<file path="config.mk">
export PLATFORM = sky130hd
export DESIGN_NAME = mem_transmitter_flat
export DESIGN_NICKNAME = d
export VERILOG_FILES = /design/src/rtl/mem_transmitter_pkg.sv /design/src/rtl/mem_transmitter_if.sv /design/src/rtl/mem_transmitter_rd_pending_cnt.sv /design/src/rtl/mem_transmitter.sv /design/src/flat_wrapper.sv
export SDC_FILE = /design/constraint.sdc
export NUM_CORES = 1
export LEC_CHECK = 0
export ABC_AREA = 0
export CORE_MARGIN = 2
export CORE_UTILIZATION = 52
export DETAILED_ROUTE_END_ITERATION = 8
export HOLD_SLACK_MARGIN = 0.05
export PLACE_DENSITY = 0.82
export SETUP_SLACK_MARGIN = 0.5
export SLEW_MARGIN = 20
export SYNTH_ARGS = -nofsm -noshare
export SYNTH_HDL_FRONTEND = slang
export SYNTH_SLANG_ARGS = --single-unit
</file>
<file path="constraint.sdc">
create_clock -name clk_i -period 6.4 [get_ports clk_i]
set_input_delay 0.64 -clock clk_i [delete_from_list [all_inputs] [get_ports clk_i]]
set_output_delay 0.64 -clock clk_i [all_outputs]
set_load 0.1 [all_outputs]
</file>
<file path="src/rtl/mem_transmitter_pkg.sv">
// Shared constants, state/command encodings and write-pattern helper for the
// memory-test transmitter.
package mem_transmitter_pkg;

   localparam int unsigned AMM_ADDR_W  = 31;
   localparam int unsigned AMM_DATA_W  = 128;
   localparam int unsigned AMM_BURST_W = 11;
   localparam int unsigned MAX_PENDING = 1024;
   localparam int unsigned WORD_W      = 32;

   typedef enum logic [1:0] {
      IDLE_S  = 2'd0,
      WRITE_S = 2'd1,
      READ_S  = 2'd2
   } trans_state_t;

   typedef enum logic {
      TRANS_WRITE = 1'b0,
      TRANS_READ  = 1'b1
   } trans_type_t;

   // Deterministic write word: seed plus running word index, wrapping at 2^32.
   function automatic logic [WORD_W-1:0] pattern_word(input logic [WORD_W-1:0] seed,
                                                      input logic [WORD_W-1:0] idx);
      return seed + idx;
   endfunction

endpackage

</file>
<file path="src/rtl/mem_transmitter_if.sv">
// Avalon-MM master/slave bus between the transmitter and the memory under test.
interface mem_transmitter_if #(
   parameter int unsigned ADDR_W  = mem_transmitter_pkg::AMM_ADDR_W,
   parameter int unsigned DATA_W  = mem_transmitter_pkg::AMM_DATA_W,
   parameter int unsigned BURST_W = mem_transmitter_pkg::AMM_BURST_W
);
   localparam int unsigned BE_W = DATA_W / 8;

   logic [ADDR_W-1:0]  address;
   logic               read;
   logic               write;
   logic [DATA_W-1:0]  writedata;
   logic [BE_W-1:0]    byteenable;
   logic [BURST_W-1:0] burstcount;
   logic               waitrequest;
   logic               readdatavalid;

   modport master (
      output address, read, write, writedata, byteenable, burstcount,
      input  waitrequest, readdatavalid
   );

   modport slave (
      input  address, read, write, writedata, byteenable, burstcount,
      output waitrequest, readdatavalid
   );

endinterface

</file>
<file path="src/rtl/mem_transmitter_rd_pending_cnt.sv">
// Counts read beats still owed by memory, flags when another burst would exceed
// the outstanding limit, and records stray readdatavalid pulses.
module mem_transmitter_rd_pending_cnt #(
   parameter int unsigned BURST_W     = mem_transmitter_pkg::AMM_BURST_W,
   parameter int unsigned MAX_PENDING = mem_transmitter_pkg::MAX_PENDING
) (
   input  logic               clk_i,
   input  logic               rst_n_i,
   input  logic               clr_i,
   input  logic               inc_i,
   input  logic [BURST_W-1:0] burst_len_i,
   input  logic               dec_i,
   output logic               rd_stall_c,
   output logic               pend_nz_c,
   output logic               rd_underflow_o
);

   localparam int unsigned PEND_W = $clog2(MAX_PENDING + 1);
   localparam int unsigned SUM_W  = ((PEND_W > BURST_W) ? PEND_W : BURST_W) + 1;

   logic [PEND_W-1:0] pending;
   logic [SUM_W-1:0]  sum_c;
   logic              underflow_c;

   assign sum_c       = SUM_W'(pending) + SUM_W'(burst_len_i);
   assign rd_stall_c  = sum_c > SUM_W'(MAX_PENDING);
   assign pend_nz_c   = pending != '0;
   assign underflow_c = dec_i && !inc_i && !pend_nz_c;

   // The stall guard on accept keeps pending + burst_len within range on increment.
   always_ff @(posedge clk_i) begin
      if (!rst_n_i) begin
         pending        <= '0;
         rd_underflow_o <= 1'b0;
      end else begin
         if (inc_i) begin
            pending <= PEND_W'(sum_c - SUM_W'(dec_i));
         end else if (dec_i && pend_nz_c) begin
            pending <= pending - PEND_W'(1);
         end

         if (underflow_c) begin
            rd_underflow_o <= 1'b1;
         end else if (clr_i) begin
            rd_underflow_o <= 1'b0;
         end
      end
   end

endmodule

</file>
<file path="src/rtl/mem_transmitter.sv">
// Executes controller write/read commands as Avalon-MM bursts with a seeded
// incrementing write pattern and tracks outstanding read beats.
module mem_transmitter #(
   parameter int unsigned AMM_ADDR_W  = mem_transmitter_pkg::AMM_ADDR_W,
   parameter int unsigned AMM_DATA_W  = mem_transmitter_pkg::AMM_DATA_W,
   parameter int unsigned AMM_BURST_W = mem_transmitter_pkg::AMM_BURST_W,
   parameter int unsigned MAX_PENDING = mem_transmitter_pkg::MAX_PENDING
) (
   input  logic                   clk_i,
   input  logic                   rst_n_i,
   input  logic                   start_test_i,
   input  logic [AMM_BURST_W-1:0] burstcount_i,
   input  logic [31:0]            data_seed_i,
   input  logic                   trans_valid_i,
   input  logic                   trans_type_i,
   input  logic [AMM_ADDR_W-1:0]  trans_addr_i,
   output logic                   trans_process_o,
   output logic                   trans_busy_o,
   output logic                   rd_underflow_o,
   mem_transmitter_if.master      amm
);

   import mem_transmitter_pkg::*;

   localparam int unsigned WORDS = AMM_DATA_W / WORD_W;

   trans_state_t           state;
   logic [AMM_BURST_W-1:0] burst_len;
   logic [AMM_BURST_W-1:0] beat_idx;
   logic [WORD_W-1:0]      seed;
   logic [WORD_W-1:0]      wr_word_cnt;
   logic [AMM_ADDR_W-1:0]  address;
   logic [AMM_BURST_W-1:0] burstcount;
   logic [AMM_DATA_W-1:0]  writedata;
   logic                   read_q;
   logic                   write_q;
   logic                   busy_q;

   logic                   start_ok;
   logic                   rd_inc;
   logic                   rd_stall;
   logic                   pend_nz;
   logic [AMM_BURST_W-1:0] len_nx;
   logic [WORD_W-1:0]      seed_nx;
   logic [WORD_W-1:0]      cnt_nx;

   assign start_ok        = start_test_i && (state == IDLE_S);
   assign rd_inc          = (state == READ_S) && !amm.waitrequest;
   assign trans_process_o = (state != IDLE_S) || rd_stall;

   // Test settings as seen by a command accepted in the same cycle as start.
   always_comb begin
      len_nx  = burst_len;
      seed_nx = seed;
      cnt_nx  = wr_word_cnt;
      if (start_ok) begin
         len_nx  = (burstcount_i == '0) ? AMM_BURST_W'(1) : burstcount_i;
         seed_nx = data_seed_i;
         cnt_nx  = '0;
      end
   end

   always_ff @(posedge clk_i) begin
      if (!rst_n_i) begin
         state       <= IDLE_S;
         burst_len   <= AMM_BURST_W'(1);
         beat_idx    <= '0;
         seed        <= '0;
         wr_word_cnt <= '0;
         address     <= '0;
         burstcount  <= '0;
         writedata   <= '0;
         read_q      <= 1'b0;
         write_q     <= 1'b0;
         busy_q      <= 1'b0;
      end else begin
         busy_q <= (state != IDLE_S) || pend_nz;
         unique case (state)
            IDLE_S: begin
               burst_len   <= len_nx;
               seed        <= seed_nx;
               wr_word_cnt <= cnt_nx;
               if (trans_valid_i && !rd_stall) begin
                  address    <= trans_addr_i;
                  burstcount <= len_nx;
                  beat_idx   <= '0;
                  if (trans_type_t'(trans_type_i) == TRANS_READ) begin
                     read_q <= 1'b1;
                     state  <= READ_S;
                  end else begin
                     write_q   <= 1'b1;
                     writedata <= {WORDS{pattern_word(seed_nx, cnt_nx)}};
                     state     <= WRITE_S;
                  end
               end
            end
            WRITE_S: begin
               // Data for the following beat is prepared as each beat is taken.
               if (!amm.waitrequest) begin
                  wr_word_cnt <= wr_word_cnt + 32'd1;
                  writedata   <= {WORDS{pattern_word(seed, wr_word_cnt + 32'd1)}};
                  if (beat_idx == burstcount - AMM_BURST_W'(1)) begin
                     write_q  <= 1'b0;
                     beat_idx <= '0;
                     state    <= IDLE_S;
                  end else begin
                     beat_idx <= beat_idx + AMM_BURST_W'(1);
                  end
               end
            end
            READ_S: begin
               if (!amm.waitrequest) begin
                  read_q <= 1'b0;
                  state  <= IDLE_S;
               end
            end
            default: state <= IDLE_S;
         endcase
      end
   end

   mem_transmitter_rd_pending_cnt #(
      .BURST_W     (AMM_BURST_W),
      .MAX_PENDING (MAX_PENDING)
   ) u_rd_pending_cnt (
      .clk_i          (clk_i),
      .rst_n_i        (rst_n_i),
      .clr_i          (start_ok),
      .inc_i          (rd_inc),
      .burst_len_i    (burst_len),
      .dec_i          (amm.readdatavalid),
      .rd_stall_c     (rd_stall),
      .pend_nz_c      (pend_nz),
      .rd_underflow_o (rd_underflow_o)
   );

   assign trans_busy_o   = busy_q;
   assign amm.address    = address;
   assign amm.read       = read_q;
   assign amm.write      = write_q;
   assign amm.writedata  = writedata;
   assign amm.byteenable = '1;
   assign amm.burstcount = burstcount;

endmodule

</file>
<file path="src/flat_wrapper.sv">
// flat-port wrapper written by rule: the top's interface ports become plain ports
module mem_transmitter_flat import mem_transmitter_pkg::*;
#(
   parameter int unsigned AMM_ADDR_W  = mem_transmitter_pkg::AMM_ADDR_W,
   parameter int unsigned AMM_DATA_W  = mem_transmitter_pkg::AMM_DATA_W,
   parameter int unsigned AMM_BURST_W = mem_transmitter_pkg::AMM_BURST_W,
   parameter int unsigned MAX_PENDING = mem_transmitter_pkg::MAX_PENDING
)
  (clk_i, rst_n_i, start_test_i, burstcount_i, data_seed_i, trans_valid_i, trans_type_i, trans_addr_i, trans_process_o, trans_busy_o, rd_underflow_o, amm_address, amm_read, amm_write, amm_writedata, amm_byteenable, amm_burstcount, amm_waitrequest, amm_readdatavalid);
  mem_transmitter_if #(.ADDR_W(31), .DATA_W(128), .BURST_W(11)) amm_i ();
  input  logic clk_i;
  input  logic rst_n_i;
  input  logic start_test_i;
  input  logic [AMM_BURST_W-1:0] burstcount_i;
  input  logic [31:0] data_seed_i;
  input  logic trans_valid_i;
  input  logic trans_type_i;
  input  logic [AMM_ADDR_W-1:0] trans_addr_i;
  output logic trans_process_o;
  output logic trans_busy_o;
  output logic rd_underflow_o;
  output wire logic [$bits(amm_i.address)-1:0] amm_address;
  output wire logic [$bits(amm_i.read)-1:0] amm_read;
  output wire logic [$bits(amm_i.write)-1:0] amm_write;
  output wire logic [$bits(amm_i.writedata)-1:0] amm_writedata;
  output wire logic [$bits(amm_i.byteenable)-1:0] amm_byteenable;
  output wire logic [$bits(amm_i.burstcount)-1:0] amm_burstcount;
  input wire logic [$bits(amm_i.waitrequest)-1:0] amm_waitrequest;
  input wire logic [$bits(amm_i.readdatavalid)-1:0] amm_readdatavalid;
  assign amm_address = amm_i.address;
  assign amm_read = amm_i.read;
  assign amm_write = amm_i.write;
  assign amm_writedata = amm_i.writedata;
  assign amm_byteenable = amm_i.byteenable;
  assign amm_burstcount = amm_i.burstcount;
  assign amm_i.waitrequest = amm_waitrequest;
  assign amm_i.readdatavalid = amm_readdatavalid;
  mem_transmitter #(.AMM_ADDR_W(AMM_ADDR_W), .AMM_DATA_W(AMM_DATA_W), .AMM_BURST_W(AMM_BURST_W), .MAX_PENDING(MAX_PENDING)) u_core (.clk_i(clk_i), .rst_n_i(rst_n_i), .start_test_i(start_test_i), .burstcount_i(burstcount_i), .data_seed_i(data_seed_i), .trans_valid_i(trans_valid_i), .trans_type_i(trans_type_i), .trans_addr_i(trans_addr_i), .trans_process_o(trans_process_o), .trans_busy_o(trans_busy_o), .rd_underflow_o(rd_underflow_o), .amm(amm_i));
endmodule
</file>
==> reports/metrics.yaml <==
status: "finished clean"
port_buffers: 255
ys_seq_area_share_pct: 28.2
rsz0062_at_grt: "false"
core_sq_mm: 0.0236
vias: 11920
die_w_um: 160
power_density_mw_per_mm2: 378
initial_core_util_pct: 53.3
hold_buffers: 0
cp_top_family: "compound AO/OA/AOI/OAI gates"
r2r_slack_ns: 1.66
routedWlPerCell_um: 16.8
crit_buf_inv: 1
hpwl_um: 25500
clock_latency_ns: 0.44
drv_slew: 0
fin_tns_setup_ns: 0
ios: 272
crit_path_end_kind: "flop"
cts_setup_buffers: 0
critPathKind: "reg2reg"
place_area_sq_mm: 0.0145
crit_path_max_fanout: 6
worst_slew_pin_slew_ns: 1.09
rr_startpoint: "u_core.wr_word_cnt[1]$_SDFFE_PN0P_"
holdPathEnd: "u_core.amm.address[10]$_SDFFE_PN0P_"
grt_pass1_vias: 11085
start_kind: "flop"
num_rows: 56
htreeDepth: 4
post_cts_resized: 0
slowest_delay_ns: 0.47
crit_chain: "ha_1, nand3_1, nor4_2, nand2_1, inv_1, nand2_1, xnor2_1, ha_1, nand3_1, a2111oi_0, a21oi_1, a32oi_1, a21oi_1, o21ai_1, nand3_1, and3_1, xor2_1, a211oi_1"
ys_warn_count: 0
hold_path_class: "reg2reg"
die_y_um: 160
post-route-period-util_pct: 74.1
area_growth_pct: 20.2
clkSlewWorstSetupHoldPaths_ns: 0.08
clk_path_buf_depth: 2
cts_num_sinks: 177
synth.avg_cell_area_sq_um: 7.71
grt_max_degree: 95
antenna_cells: 0
gr-usage-all-layers_pct: 26.7
finalNetCount: 1911
wl_um: 34800
r2r-end: "u_core.amm.writedata[126]$_SDFFE_PN0P_"
ant_nets: 0
ir_drop_v: 0.000280
setup_viol: 0
whs_path_depth: 2
critPathSlowestCell: "a2111oi_0"
synth.distinct_cells: 74
min_from: "u_core.amm.address[10]$_SDFFE_PN0P_"
timing.hold.ws_ns: 0.455
drive_gt1_share_pct: 4.20
finClkSkew_ns: 0.0107
worst_r2r_path_depth: 18
final_area_sq_mm: 0.0151
required_ns: 6.75
crit_arrival_ns: 5.09
gp_congestion: 0.980
placedCellCount: 2047
drc_errors: 0
cts_tree: "yes"
avgViaCountPerCell: 5.73
fin_util_pct: 64.0
grt_pass1_wl_um: 56000
synth_edf_count: 0
synth_area_leaders: "dfxtp_1 (28%), ha_1 (8.0%), nand2_1 (7.4%)"
crit_top_cell: "nand3_1"
numCtsBuffers: 17
dieArea_sq_mm: 0.0254
clockRootBuffer: "clkbuf_16"
slew_headroom_pct: 27.1
syn_inst: 1632
grt_overflow: 0
yosysTopAreaCell: "dfxtp_1"
fin_cells: 2079
synth_top_flop_cell: "dfxtp_1"
cap_violations: 0
synth_top_area_share_pct: 28.2
leakage_nw: 6.36
dr.first_iter.drc_count: 897
finalCriticalPeriod_ns: 4.74
netlist_area_sq_mm: 0.0126
hold_viol: 0
fmax_mhz: 211
async_reset_ff_share_pct: 0
dr.pass1.iters: 7
synth-seq-cells: 177
antenna_found_initial: 1
==> kinds of logic after synthesis <==
family | Yosys count | synth area share, %
AOI/OAI and AO/OA | 434 | 21.7
xor gates and xnor gates | 121 | 8.49
adders and majority gates | 83 | 8.44
buffers and inverters | 216 | 10.1
DFF | 177 | 28.2
muxes | 14 | 1.11
other | 1 | 0.0298
and+or+nand+nor | 586 | 22.0
==> final cells by class <==
type                       instances  area (sq um)
timing repair buffer             265          2630
clock buffer                      18           429
sequential                       177          3540
tap                              319           399
inverter                          32           123
clock inverter                    14           168
multi-input combinational       1254          7830
fill                            2051          8490
==> worst max path at each step <==
stage / startpoint / to / slack [ns] / cells after the start
floorplan: u_core.state[0]$_SDFFE_PN0P_ / u_core.amm.writedata[116]$_SDFFE_PN0P_ / 1.90 / 20
global placement: start_test_i / u_core.amm.writedata[116]$_SDFFE_PN0P_ / 1.68 / 17
detailed placement: start_test_i / u_core.amm.writedata[116]$_SDFFE_PN0P_ / 1.50 / 14
CTS: u_core.u_rd_pending_cnt.pending[0]$_SDFFE_PN0P_ / trans_process_o / 1.78 / 10
global route: u_core.wr_word_cnt[1]$_SDFFE_PN0P_ / u_core.amm.writedata[95]$_SDFFE_PN0P_ / 1.32 / 19
finish: u_core.wr_word_cnt[1]$_SDFFE_PN0P_ / u_core.amm.writedata[126]$_SDFFE_PN0P_ / 1.66 / 18
==> worst register-to-register path, cell delays in order (launching register included) <==
cell       delay [ns]
dfxtp_1          0.39
ha_1             0.25
nand3_1          0.22
nor4_2           0.41
nand2_1          0.19
inv_1            0.11
nand2_1          0.07
xnor2_1          0.20
ha_1             0.42
nand3_1          0.16
a2111oi_0        0.47
a21oi_1          0.23
a32oi_1          0.41
a21oi_1          0.19
o21ai_1          0.26
nand3_1          0.10
and3_1           0.19
xor2_1           0.14
a211oi_1         0.24
==> routing by layer <==
metal  vias to the layer above  wire length [um]  GRT usage [%]
li1                       5828                 -              -
met1                      5553             14700           33.3
met2                       471             16200           44.6
met3                        66              2750           5.91
met4                         2              1130           11.0
met5                         -                16              0
==> cells in the mapped netlist (20+ instances only) <==
cell type,count
nand2_1,248
dfxtp_1,177
a21oi_1,173
nor2_1,136
buf_4,117
ha_1,80
xnor2_1,71
o21ai_0,65
clkbuf_1,57
xor2_1,49
and2_1,36
a21o_1,35
nand3_1,34
inv_1,31
a211oi_1,29
and3_1,25
nor3_1,24
a22oi_1,20
==> through the flow <==
step	setup slack [ns]	power, mW
3_3_place_gp	1.68	4.62
4_1_cts	1.78	5.72
2_1_floorplan	1.90	4.11
6_report	1.66	5.71
3_5_place_dp	1.50	4.66
5_1_grt	1.32	5.94
==> placed cells by master, fill, tap and decap left out, drive strengths merged, types with 11 or more instances in the layout <==
cell type	synthesis	layout
a21oi	175	175
o21a	11	11
clkbuf	57	18
a211oi	32	32
nor2	136	136
dfxtp	177	177
clkdlybuf4s50	0	255
mux2i	14	14
nand4	12	12
and3	25	25
o21ai	74	74
ha	80	80
and2	37	37
nand3	35	35
nand3b	14	14
nor2b	12	12
nor3	24	24
xor2	49	49
xnor2	72	72
a31oi	13	13
inv	32	38
a21o	35	35
conb	1	16
a22oi	20	20
o211ai	14	14
nand2	248	248
==> state kept, by name, indices dropped and copies added (netlist names) <==
name,count
u_core.state,2
u_core.wr_word_cnt,32
u_core.amm.address,31
u_core.seed,32
u_core.trans_busy_o,1
u_core.burst_len,11
u_core.amm.read,1
u_core.beat_idx,11
u_core.u_rd_pending_cnt.pending,11
u_core.amm.writedata,32
u_core.amm.write,1
u_core.u_rd_pending_cnt.rd_underflow_o,1
u_core.amm.burstcount,11
==> power breakdown <==
| part | internal, mW | switching (mW) |
|---|---|---|
| Sequential | 1.25 | 0.152 |
| Clock | 0.527 | 0.531 |
| Combinational | 0.801 | 2.45 |
| Total | 2.58 | 3.13 |
Note: power is estimated with default switching activity, not from simulation.
